$ cat src/rtl/prog_loader.sv
// rtl/prog_loader.sv - serial byte-stream program loader for the instruction memory
module prog_loader #(
    parameter int INST_WIDTH     = 32,
    parameter int INST_MEM_WIDTH = 14
) (
    input  logic                      clk,
    input  logic                      reset,
    input  logic [7:0]                rx_data,
    input  logic                      rx_valid,
    output logic [INST_WIDTH-1:0]     inst_word,
    output logic                      we,
    output logic                      reset_pc,
    output logic                      stall,
    output logic                      running,
    output logic                      error,
    output logic [INST_MEM_WIDTH:0]   load_count
);

    localparam int              BYTES     = INST_WIDTH / 8;
    localparam logic [7:0]      LAST_BYTE = 8'(BYTES - 1);
    localparam logic [32:0]     CAPACITY  = 33'(1) << INST_MEM_WIDTH;

    typedef enum logic [2:0] {
        S_HDR,
        S_LOAD,
        S_WRITE,
        S_REWIND,
        S_RUN,
        S_ERR
    } state_t;

    state_t                   state;
    state_t                   state_nx;
    logic [7:0]               byte_cnt;
    logic [7:0]               byte_cnt_nx;
    logic [31:0]              hdr_q;
    logic [31:0]              hdr_nx;
    logic [INST_WIDTH-1:0]    word_nx;
    logic [INST_MEM_WIDTH:0]  count_nx;

    // Big-endian assembly: each new byte shifts in at the bottom, so the first
    // byte of a word ends up in the top byte lane once the word is complete.
    logic [31:0]              hdr_shift;
    logic [INST_WIDTH-1:0]    word_shift;
    logic                     count_done;

    assign hdr_shift  = {hdr_q[23:0], rx_data};
    assign word_shift = INST_WIDTH'({inst_word, rx_data});
    assign count_done = (32'(load_count) + 32'd1) == hdr_q;

    // Next-state, byte assembly and word-count decode
    always_comb begin
        state_nx    = state;
        byte_cnt_nx = byte_cnt;
        hdr_nx      = hdr_q;
        word_nx     = inst_word;
        count_nx    = load_count;
        case (state)
            S_HDR: begin
                if (rx_valid) begin
                    hdr_nx = hdr_shift;
                    if (byte_cnt == 8'd3) begin
                        byte_cnt_nx = 8'd0;
                        if (hdr_shift == 32'd0)
                            state_nx = S_REWIND;
                        else if ({1'b0, hdr_shift} > CAPACITY)
                            state_nx = S_ERR;
                        else
                            state_nx = S_LOAD;
                    end else begin
                        byte_cnt_nx = byte_cnt + 8'd1;
                    end
                end
            end
            S_LOAD: begin
                if (rx_valid) begin
                    word_nx = word_shift;
                    if (byte_cnt == LAST_BYTE) begin
                        byte_cnt_nx = 8'd0;
                        state_nx    = S_WRITE;
                    end else begin
                        byte_cnt_nx = byte_cnt + 8'd1;
                    end
                end
            end
            S_WRITE: begin
                count_nx = load_count + 1'b1;
                if (count_done) begin
                    byte_cnt_nx = 8'd0;
                    state_nx    = S_REWIND;
                end else if (rx_valid) begin
                    // A byte landing during the write is the next word's first byte.
                    word_nx = word_shift;
                    if (LAST_BYTE == 8'd0) begin
                        byte_cnt_nx = 8'd0;
                        state_nx    = S_WRITE;
                    end else begin
                        byte_cnt_nx = 8'd1;
                        state_nx    = S_LOAD;
                    end
                end else begin
                    byte_cnt_nx = 8'd0;
                    state_nx    = S_LOAD;
                end
            end
            S_REWIND: begin
                byte_cnt_nx = 8'd0;
                state_nx    = S_RUN;
            end
            S_RUN:   state_nx = S_RUN;
            S_ERR:   state_nx = S_ERR;
            default: state_nx = S_HDR;
        endcase
    end

    // State, datapath and outputs registered from the next state so no rx path reaches a port
    always_ff @(posedge clk) begin
        if (reset) begin
            state      <= S_HDR;
            byte_cnt   <= 8'd0;
            hdr_q      <= 32'd0;
            inst_word  <= '0;
            load_count <= '0;
            we         <= 1'b0;
            reset_pc   <= 1'b1;
            stall      <= 1'b1;
            running    <= 1'b0;
            error      <= 1'b0;
        end else begin
            state      <= state_nx;
            byte_cnt   <= byte_cnt_nx;
            hdr_q      <= hdr_nx;
            inst_word  <= word_nx;
            load_count <= count_nx;
            we         <= (state_nx == S_WRITE);
            reset_pc   <= (state_nx == S_REWIND);
            stall      <= !((state_nx == S_WRITE) || (state_nx == S_RUN));
            running    <= (state_nx == S_RUN);
            error      <= (state_nx == S_ERR);
        end
    end

endmodule
$ cat config.mk
export PLATFORM = sky130hd
export DESIGN_NAME = prog_loader
export DESIGN_NICKNAME = d
export VERILOG_FILES = /design/src/rtl/prog_loader.sv
export SDC_FILE = /design/constraint.sdc
export NUM_CORES = 1
export LEC_CHECK = 0
export ABC_CLOCK_PERIOD_IN_PS = 2550
export BUFFER_PORTS_ARGS = -buffer_cell sky130_fd_sc_hd__clkbuf_2
export CAP_MARGIN = 20
export CELL_PAD_IN_SITES_DETAIL_PLACEMENT = 0
export CELL_PAD_IN_SITES_GLOBAL_PLACEMENT = 1
export CORE_ASPECT_RATIO = 0.6
export CORE_MARGIN = 1
export CORE_UTILIZATION = 38
export DETAILED_ROUTE_END_ITERATION = 7
export HOLD_SLACK_MARGIN = 0.02
export PLACE_DENSITY = 0.74
export SLEW_MARGIN = 0
export SYNTH_ARGS = -nofsm -noshare
export SYNTH_HDL_FRONTEND = slang
export SYNTH_SLANG_ARGS = --single-unit
$ cat constraint.sdc
create_clock -name clk -period 2.55 [get_ports clk]
set_input_delay 0.51 -clock clk [delete_from_list [all_inputs] [get_ports clk]]
set_output_delay 0.51 -clock clk [all_outputs]
set_load 0.05 [all_outputs]
==> metrics.csv, run 1 <==
metric,value,unit
status,completed,
initial detailed-routing violation count,261,
Die Span Y,85.1,um
Final #Nets,614,
fmax,0.394,GHz
Clock Tree Root,clkbuf_16,
Sequential Area,1950,sq um
async set-or-reset flop fraction in the synthesized netlist,0,%
synthesized flop and latch total,95,
Critical Path End Type,register,
Post-synth EDFFs,0,
Synth Flop Type,dfxtp_1,
Max Buffers Root-to-Sink,2,
FF-to-FF path depth,9,
most instantiated library cell after synthesis,nand2_1,
HP Class,input pin to register,
Slew headroom,69.7,%
GP Congestion,0.958,
# H-tree levels,3,
DRC,0,
Avg Inst Size Synth,8.32,sq um
Tcrit/Tclk final,99.5,%
RSZ-0062 raised after global routing,true,
final slew viol count,0,
Final WS setup,0.0120,ns
min Tclk post-route,2.54,ns
CP Launch Point,load_count[2],
CP Data Arrival Time,2.77,ns
vias in the first global route,3672,
Worst Hold Slack,0.412,ns
Max Clock Skew,0.00789,ns
IO Count,63,
CTS Buf Count,9,
area of the multi-input gates,2420,sq um
Syn Nets,539,
wire length per cell,16.3,um
Die Wd,141,um
CP endpoint,inst_word[23],
"Slowest-stage cell, CP",or4_4,
DP HPWL,8520,um
synth cell count leaders,"nand2_1, dfxtp_1, a21oi_1",
slew of the pin with the lowest slew margin,0.455,ns
total wire length,12200,um
worst-skew pair later-pin latency,0.35,ns
Worst VDD drop,0.000328,V
post-synth top area cell,dfxtp_1,
vias per cell,5.36,
first-pass GRT wire length,19000,um
"Hold-fix buffers, CTS",0,
Synth top area share,43.5,%
First-pass DRT Iterations,4,
Setup Crit Path Kind,register to register,
CTS tree,yes,
Leakage,2.08,nW
antenna cells,0,
Crit path buffers/inverters,2,
total negative slack,0,ns
Setup WS pre-CTS,-0.0631,ns
clock sink count,95,
R2R setup slack,0.01,ns
largest net degree at the start of global routing,43,
R2R Path Start,load_count[2],
Critical Path Stages,9,
DRT antenna net count,0,
distinct cell type count after synthesis,48,
Placement Rows,29,
register area share after synthesis,43.5,%
max-cap violation count,0,
Post-Syn Area,4380,sq um
share of cells above drive strength 1,26.2,%
kind of cell adding the most delay to the critical path,simple AND/OR/NAND/NOR gates,
Cells after Synth,526,
CP Cell Sequence,nand4_4 > or4_4 > o221ai_4 > nand4_1 > nor4_4 > buf_4 > o21bai_4 > buf_12 > mux2i_2,
CP startpoint kind,register,
initial antenna violation count,0,
grt total ovfl,0,
Worst Path Required,2.78,ns
Synth area leaders,"dfxtp_1, nand2_1, mux2i_1, a21oi_1, xnor2_1",
filler cell count in the final layout,1076,
Fin. Hold Viols,0,
Ys Warns,0,
reg2reg end,inst_word[23],
Power Density,552,nW/um^2
"Area growth, synth to finish",25.2,%
clk slew on worst S/H paths,0.07,ns
Max stage delay on crit path,0.56,ns
total global routing track utilization,20.5,%
overall die area,12000,sq um
DR vias,3994,
crit path max fanout,15,
Starting Density,40.2,%
core area,10900,sq um
Final setup viols,0,
IO Port Bufs,62,
layout by cell type, fill, tap and decap left out, drive strengths merged, types with 3 or more instances in the layout:
cell type	count
a21oi	42
a31oi	5
and2	3
and4	3
buf	36
clkbuf	75
clkinv	3
dfxtp	95
inv	8
mux2i	35
nand2	124
nand2b	7
nand3	14
nand4	13
nor2	31
nor2b	5
nor3	8
nor4	16
o211ai	4
o21ai	9
or3	6
or4	4
xnor2	18
xor2	15
cell families after synthesis:
logic type                 Yosys count  share of synthesized area (%)
buffers and inverters               42                           4.12
AOI/OAI and AO/OA                   76                           10.4
xor gates and xnor gates            33                           6.61
and+or+nand+nor                    243                           26.8
DFF                                 95                           43.5
adders and majority gates            2                          0.572
muxes                               35                           8.01
worst min-delay path by stage:
stage          cells after the start             to  slack [ns]          start
2_1_floorplan                      2      hdr_q[28]        0.44      hdr_q[28]
3_3_place_gp                       2  inst_word[26]        0.44  inst_word[26]
3_5_place_dp                       2  inst_word[25]        0.45  inst_word[25]
4_1_cts                            3       hdr_q[0]        0.40     rx_data[0]
5_1_grt                            3       hdr_q[0]        0.42     rx_data[0]
6_report                           3       hdr_q[0]        0.41     rx_data[0]
layout make-up:
class | instances | share of cell area [%]
sequential | 95 | 35.7
clock inverter | 5 | 0.708
clock buffer | 11 | 4.43
inverter | 6 | 0.411
tap | 139 | 3.17
multi-input combinational | 389 | 44.2
timing repair buffer | 100 | 11.4
worst min-delay path: cells and delay by family:
family | cells | cell delay [ns]
AO/OA/AOI/OAI | 1 | 0.05
buffers and inverters | 1 | 0.10
AND/OR/NAND/NOR | 1 | 0.05
sequential cells by signal, indices dropped and copies added (netlist names):
signal and flops:
stall 1, inst_word 32, state 3, we 1
load_count 15, running 1, error 1, byte_cnt 8
reset_pc 1, hdr_q 32
where the power goes:
part	internal, mW	total (mW)	switching [mW]	leakage, nW
clock network	0.698	1.30	0.604	0.142
logic	0.0758	0.204	0.128	1.16
registers	1.49	1.52	0.0296	0.779
metal layers:
layer  global-route usage [%]  up-vias  wire length [um]
li1                         -     1974                 -
met4                     6.52        0               167
met5                        0        -                 0
met3                     7.17       19               984
met2                     27.0      112              4620
met1                     30.5     1889              6390
metrics by stage:
stage	instances	instance area [sq um]	utilization, %	total power [mW]
after floorplan	526	4470	-	1.68
after global placement	716	4990	45.9	1.75
after detailed placement	716	4990	45.9	1.75
after CTS	733	5300	48.7	3.05
after global routing	745	5480	50.3	3.14
final	745	5480	50.3	3.03
timing repair:
action	4_1_cts	5_1_grt
cloned	0	1
endpoints found under the setup margin	36	38
pin swaps	1	6
hold endpoints to repair	0	0
buffers inserted	1	11
gates resized for setup	4	14
(Power assumes the default switching activity.)
==> run 2: changes to the inputs <==
--- a/config.mk
+++ b/config.mk
@@ -5,6 +5,7 @@
 export SDC_FILE = /design/constraint.sdc
 export NUM_CORES = 1
 export LEC_CHECK = 0
+export ABC_AREA = 1
 export ABC_CLOCK_PERIOD_IN_PS = 2550
 export BUFFER_PORTS_ARGS = -buffer_cell sky130_fd_sc_hd__clkbuf_2
 export CAP_MARGIN = 20
@@ -12,7 +13,7 @@
 export CELL_PAD_IN_SITES_GLOBAL_PLACEMENT = 1
 export CORE_ASPECT_RATIO = 0.6
 export CORE_MARGIN = 1
-export CORE_UTILIZATION = 38
+export CORE_UTILIZATION = 36
 export DETAILED_ROUTE_END_ITERATION = 7
 export HOLD_SLACK_MARGIN = 0.02
 export PLACE_DENSITY = 0.74
==> constraint.sdc (replaced) <==
create_clock -name clk -period 2.55 [get_ports clk]
set_input_delay 0.51 -clock clk [delete_from_list [all_inputs] [get_ports clk]]
set_output_delay 0.51 -clock clk [all_outputs]
set_load 0.005 [all_outputs]
==> run 2 against run 1 <==
Cell count rose by 24%. Critical endpoint is now inst_word[3]. Hold slack improved by 0.026 ns. Synthesized area rose by 4.4%. Non-clock buffer count fell by 26. Largest cell class unchanged. Power rose by 18%.
==> metrics.csv, run 2 <==
metric,value,unit,change
fmax,0.424,GHz,was 0.394 GHz
Placement Rows,31,,was 29
Critical Path End Type,register,,unchanged
DRT antenna net count,0,,unchanged
status,completed,,unchanged
CTS tree,yes,,unchanged
area of the multi-input gates,2180,sq um,was 2420 sq um
clk slew on worst S/H paths,0.07,ns,about the same
IO Port Bufs,62,,unchanged
share of cells above drive strength 1,13.7,%,was 26.2%
max-cap violation count,0,,unchanged
Leakage,2.38,nW,was 2.08 nW
# H-tree levels,3,,unchanged
Final Util,44.5,%,was 50.3%
Synth area leaders,"dfxtp_1, nand2_1, nor2_1, a21oi_1, inv_1",,"was dfxtp_1, nand2_1, mux2i_1, a21oi_1, xnor2_1"
largest net degree at the start of global routing,67,,was 43
Max Clock Skew,0.00865,ns,was 0.00789 ns
Die Wd,147,um,was 141 um
vias in the first global route,3777,,"was 3,672"
First-pass DRT Iterations,5,,was 4
Starting Density,37.4,%,was 40.2%
post-synth top area cell,dfxtp_1,,unchanged
total wire length,12500,um,"was 12,200 um"
initial detailed-routing violation count,315,,was 261
clock sink count,95,,unchanged
"Area growth, synth to finish",18.9,%,was 25.2%
Synth top area share,41.6,%,was 43.5%
post-synthesis mux area share,0,%,was 8.01%
Clock Tree Root,clkbuf_16,,unchanged
Cells after Synth,698,,was 526
distinct cell type count after synthesis,28,,was 48
vias per cell,4.88,,was 5.36
XOR/XNOR Fraction of Synth Area,0.767,%,was 6.61%
Synth Flop Type,dfxtp_1,,unchanged
Die Span Y,89.3,um,was 85.1 um
CP Data Arrival Time,2.60,ns,was 2.77 ns
total global routing track utilization,19.4,%,was 20.5%
worst-skew pair later-pin latency,0.35,ns,about the same
CP Cell Sequence,nand3_1 > nor2_2 > nand3_1 > xor2_2 > inv_1 > nand2_1 > nand2_1 > nor2_1 > nand3_2 > buf_12 > a21oi_1 > nor2_1,,was nand4_4 > or4_4 > o221ai_4 > nand4_1 > nor4_4 > buf_4 > o21bai_4 > buf_12 > mux2i_2
antenna cells,0,,unchanged
Synth Area in Compound Gates,14.8,%,was 10.4%
synthesized flop and latch total,95,,unchanged
Final setup viols,0,,unchanged
Regs by FF count,"hdr_q (32), inst_word (32), load_count (15)",,unchanged
Fin. Hold Viols,0,,unchanged
wire length per cell,13.5,um,was 16.3 um
CP startpoint kind,register,,unchanged
Tcrit/Tclk final,92.4,%,was 99.5%
"Slowest-stage cell, CP",dfxtp_1,,was or4_4
overall die area,13200,sq um,"was 12,000 sq um"
adder-cell share of the synthesized area,0.548,%,was 0.572%
Max stage delay on crit path,0.40,ns,was 0.56 ns
CTS Buf Count,9,,unchanged
filler cell count in the final layout,1307,,"was 1,076"
Max Buffers Root-to-Sink,2,,unchanged
Placed Instances,906,,was 716
DR vias,4503,,"was 3,994"
Power Density,655,nW/um^2,was 552 nW/um^2
main combinational cell family by area after synthesis,simple AND/OR/NAND/NOR gates,,unchanged
Worst Hold Slack,0.438,ns,was 0.412 ns
Slew headroom,67.1,%,was 69.7%
first-pass GRT wire length,19800,um,"was 19,000 um"
Ys Warns,0,,unchanged
most instantiated library cell after synthesis,nand2_1,,unchanged
core area,12200,sq um,"was 10,900 sq um"
Sequential Area,1900,sq um,was 1950 sq um
slew of the pin with the lowest slew margin,0.492,ns,was 0.455 ns
"commonest non-fill, non-tap cell in the layout",nand2_1,,unchanged
crit path max fanout,66,,was 15
Worst Path Required,2.79,ns,was 2.78 ns
simple-gate portion of the synthesized area,31.0,%,was 26.8%
Syn Nets,711,,was 539
Post-synth EDFFs,0,,unchanged
min Tclk post-route,2.36,ns,was 2.54 ns
register area share after synthesis,41.6,%,was 43.5%
synth cell count leaders,"nand2_1, nor2_1, inv_1",,"was nand2_1, dfxtp_1, a21oi_1"
grt total ovfl,0,,unchanged
Post-Syn Area,4570,sq um,was 4380 sq um
Avg Inst Size Synth,6.54,sq um,was 8.32 sq um
most frequent cells in the layout,"nand2_1, nor2_1, inv_1, dfxtp_1, a21oi_1",,"was nand2_1, dfxtp_1, clkbuf_2, a21oi_1, buf_4"
IO Count,63,,unchanged
final slew viol count,0,,unchanged
total negative slack,0,ns,unchanged
Setup Crit Path Kind,register to register,,unchanged
RSZ-0062 raised after global routing,false,,was true
HP Class,input pin to register,,unchanged
initial antenna violation count,0,,unchanged
DP HPWL,9040,um,was 8520 um
Final Non-Filler Cells,922,,was 745
Pwr Total,3.56,mW,was 3.03 mW
"Hold-fix buffers, CTS",0,,unchanged
DRC,0,,unchanged
async set-or-reset flop fraction in the synthesized netlist,0,%,unchanged
Final #Nets,766,,was 614
Worst VDD drop,0.000349,V,was 0.000328 V
GP Congestion,0.907,,was 0.958
## run 2: layout make-up
| class | instances | area share [%] |
|---|---|---|
| clock buffers | 10 | 4.40 |
| clock inverters | 5 | 1.96 |
| inverters | 99 | 6.84 |
| multi-input cells | 474 | 40.1 |
| flip-flops and latches | 95 | 35.0 |
| well taps | 165 | 3.80 |
| repair buffers | 74 | 7.83 |
## run 2: routing by layer
layer  vias to the layer above  routed length, um  global-route usage (%)
li1                       2333                  -                       -
met1                      2050               6990                    31.0
met2                       110               4650                    25.6
met3                        10                737                    4.13
met4                         0                 73                    3.94
met5                         -                  0                       0
## run 2: cells by family (layout without fill, tap and decap cells)
| kind of cell | after synthesis | after routing |
|---|---|---|
| AO/OA/AOI/OAI | 133 | 133 |
| AND/OR/NAND/NOR | 334 | 335 |
| adder cells (fa/ha/maj) | 2 | 2 |
| XOR/XNOR | 4 | 4 |
| buffers and inverters | 130 | 188 |
| flip-flops | 95 | 95 |
## run 2: critical path, delay by kind of cell (launching register included)
kind / cells / cell delay (ns)
buffers and inverters: 2 / 0.34
flip-flops: 1 / 0.40
XOR/XNOR: 1 / 0.25
AND/OR/NAND/NOR: 8 / 1.07
AO/OA/AOI/OAI: 1 / 0.17
## run 2: worst paths after layout
| check | cells past startpoint | endpoint | start | slack, ns |
|---|---|---|---|---|
| hold / removal | 3 | hdr_q[0] | rx_data[0] | 0.44 |
| hold reg to reg | 2 | inst_word[28] | inst_word[28] | 0.48 |
| setup / recovery | 12 | inst_word[3] | load_count[2] | 0.19 |
| setup reg to reg | 12 | inst_word[3] | load_count[2] | 0.19 |
## run 2: through the flow
step / area (sq um) / setup WS, ns
floorplan: 4570 / 0.410
global placement: 5070 / 0.191
detailed placement: 5070 / 0.219
CTS: 5420 / 0.188
global route: 5430 / 0.0139
finish: 5430 / 0.193
## run 2: power by group
group	switching (mW)	internal, mW
Combinational	0.236	0.134
Sequential	0.0586	1.56
Clock	0.590	0.982
Total	0.885	2.67
## run 2: timing repair
item | in CTS | in global routing
resized for setup | 0 | 3
setup endpoints to repair | 0 | 10
buffers inserted | 0 | 0
==> run 3: changes to the inputs <==
--- a/config.mk
+++ b/config.mk
@@ -17,7 +17,7 @@
 export DETAILED_ROUTE_END_ITERATION = 7
 export HOLD_SLACK_MARGIN = 0.02
 export PLACE_DENSITY = 0.74
-export SLEW_MARGIN = 0
+export SETUP_SLACK_MARGIN = 0.4
 export SYNTH_ARGS = -nofsm -noshare
 export SYNTH_HDL_FRONTEND = slang
 export SYNTH_SLANG_ARGS = --single-unit
==> run 3 against run 2 <==
Highest routed layer unchanged. Core utilization rose by 6.0 points. Power rose by 1.1%. Design area rose by 14%. Clock power barely moved. Setup slack improved by 0.071 ns. Critical path depth rose by 6. Global-route usage rose by 2.2 points. Critical endpoint is now inst_word[13].
==> metrics.csv, run 3 (synthesis results as in run 2) <==
metric,value,unit,change
status,completed,,unchanged
Fin. Hold Viols,0,,unchanged
CP startpoint kind,register,,unchanged
worst-skew pair later-pin latency,0.35,ns,about the same
"Area growth, synth to finish",35.0,%,was 18.9%
CP Data Arrival Time,2.57,ns,was 2.60 ns
Die Wd,147,um,unchanged
Setup Crit Path Kind,register to register,,unchanged
largest net degree at the start of global routing,65,,was 67
First-pass DRT Iterations,5,,unchanged
fmax,0.437,GHz,was 0.424 GHz
initial detailed-routing violation count,493,,was 315
Slew headroom,66.3,%,was 67.1%
total global routing track utilization,21.7,%,was 19.4%
RSZ-0062 raised after global routing,true,,was false
min Tclk post-route,2.29,ns,was 2.36 ns
Tcrit/Tclk final,89.7,%,was 92.4%
vias in the first global route,4100,,"was 3,777"
slew of the pin with the lowest slew margin,0.505,ns,was 0.492 ns
core area,12200,sq um,unchanged
Starting Density,37.4,%,unchanged
P_int,2.69,mW,was 2.67 mW
Clk pwr share,43.8,%,was 44.2%
Net Sw Power,912,uW,was 885 uW
Clock Tree Root,clkbuf_16,,unchanged
Regs by FF count,"hdr_q (32), inst_word (32), load_count (15)",,unchanged
overall die area,13200,sq um,unchanged
"Slowest-stage cell, CP",dfxtp_4,,was dfxtp_1
DRT antenna net count,0,,unchanged
Placed Instances,906,,unchanged
Pwr Total,3.60,mW,was 3.56 mW
Final Non-Filler Cells,948,,was 922
Die Span Y,89.3,um,unchanged
"commonest non-fill, non-tap cell in the layout",nand2_1,,unchanged
kind of cell adding the most delay to the critical path,simple AND/OR/NAND/NOR gates,,unchanged
Placement Rows,31,,unchanged
crit path max fanout,8,,was 66
Switching Share,25.3,%,was 24.9%
Final setup viols,0,,unchanged
final slew viol count,0,,unchanged
max-cap violation count,0,,unchanged
total wire length,14100,um,"was 12,500 um"
HP Class,input pin to register,,unchanged
CTS tree,yes,,unchanged
DR vias,4815,,"was 4,503"
share of cells above drive strength 1,24.9,%,was 13.7%
vias per cell,5.08,,was 4.88
CP Cell Sequence,ha_4 > nand2_4 > nor2_4 > buf_6 > nand2_2 > nand2_2 > nand3_2 > nand2_1 > nand2_1 > nor2_1 > nand2_1 > nor2_4 > nand3_4 > buf_12 > buf_16 > nand3_1 > nand2_1 > nor2_1,,was nand3_1 > nor2_2 > nand3_1 > xor2_2 > inv_1 > nand2_1 > nand2_1 > nor2_1 > nand3_2 > buf_12 > a21oi_1 > nor2_1
total negative slack,0,ns,unchanged
IO Count,63,,unchanged
first-pass GRT wire length,21900,um,"was 19,800 um"
Final WS setup,0.263,ns,was 0.193 ns
# H-tree levels,3,,unchanged
wire length per cell,14.8,um,was 13.5 um
most frequent cells in the layout,"nand2_1, nor2_1, inv_1, dfxtp_1, clkbuf_2",,"was nand2_1, nor2_1, inv_1, dfxtp_1, a21oi_1"
Final #Nets,792,,was 766
Setup WS pre-CTS,0.219,ns,unchanged
Leakage,2.67,nW,was 2.38 nW
clock sink count,95,,unchanged
Worst Path Required,2.83,ns,was 2.79 ns
initial antenna violation count,0,,unchanged
Max Clock Skew,0.00878,ns,was 0.00865 ns
DRC,0,,unchanged
grt total ovfl,0,,unchanged
Worst Hold Slack,0.441,ns,was 0.438 ns
GP Congestion,0.907,,unchanged
antenna cells,0,,unchanged
CTS Buf Count,9,,unchanged
Power Density,584,nW/um^2,was 655 nW/um^2
Worst VDD drop,0.000354,V,was 0.000349 V
Max Buffers Root-to-Sink,2,,unchanged
"Hold-fix buffers, CTS",0,,unchanged
Most Frequent Cell on Critical Path,nand2_1,,
Flop pwr share,44.9,%,was 45.4%
IO Port Bufs,62,,unchanged
combinational power share,11.3,%,was 10.4%
Max stage delay on crit path,0.38,ns,was 0.40 ns
Critical Path End Type,register,,unchanged
Crit path buffers/inverters,3,,was 2
DP HPWL,9040,um,unchanged
clk slew on worst S/H paths,0.07,ns,about the same
==> run 3: cell types whose count changed in the layout (fill, tap and decap cells not counted), moves of 6 or more <==
cell / previous run / this run
nor2_4: 1 / 7
nand3_1: 63 / 55
nand2_1: 127 / 118
a21oi_2: 0 / 31
buf_4: 10 / 20
nor2_1: 108 / 100
buf_16: 0 / 8
nand2_2: 1 / 7
a21oi_1: 77 / 45
dfxtp_1: 94 / 87
nand3_2: 1 / 7
==> run 3: cell type report <==
cell class                      count  area [sq um]
Multi-Input combinational cell    473          2460
Inverter                           99           372
Clock inverter                      5           106
Timing Repair Buffer              101           862
Tap cell                          165           206
Clock buffer                       10           239
Fill cell                        1220          6050
Sequential cell                    95          1920
==> run 3: tightest hold or removal path: stages <==
cell and delay, ns:
clkbuf_2 0.08, inv_1 0.08, a21oi_1 0.07
==> run 3: power by group through the flow <==
| stage | registers [mW] | logic, mW | clock network, mW |
|---|---|---|---|
| floorplan | 1.63 | 0.251 | 0 |
| CTS | 1.62 | 0.387 | 1.60 |
| detailed placement | 1.65 | 0.368 | 0 |
| global placement | 1.65 | 0.365 | 0 |
| finish | 1.62 | 0.406 | 1.58 |
| global route | 1.63 | 0.455 | 1.67 |
==> run 3: path summary, 6_finish.rpt <==
kind,startpoint,endpoint,slack (ns),cells after the start
min,rx_data[0],hdr_q[0],0.44,3
max,load_count[0],inst_word[13],0.26,18
max reg2reg,load_count[0],inst_word[13],0.26,18
min reg2reg,hdr_q[30],hdr_q[30],0.48,2
==> run 3: repair_timing <==
| action | CTS | global route |
|---|---|---|
| gates cloned | 8 | 1 |
| resized for setup | 64 | 38 |
| buffers inserted | 16 | 2 |
| endpoints found under the setup margin | 36 | 37 |
| pin swaps | 9 | 28 |
==> run 3: routing by layer <==
metal  share of wire (%)  global-route usage, %  routed length (um)
met1                  54                   33.9                7560
met2                  39                   29.6                5560
met3                 6.2                   4.69                 876
met4                0.58                   4.22                  82
met5                   0                      0                   0
==> run 3: metrics by stage <==
| step | utilization, % | cell area [sq um] |
|---|---|---|
| 2_1_floorplan | - | 4570 |
| 3_3_place_gp | 41.5 | 5070 |
| 3_5_place_dp | 41.5 | 5070 |
| 4_1_cts | 48.9 | 5970 |
| 5_1_grt | 50.5 | 6170 |
| 6_report | 50.5 | 6170 |
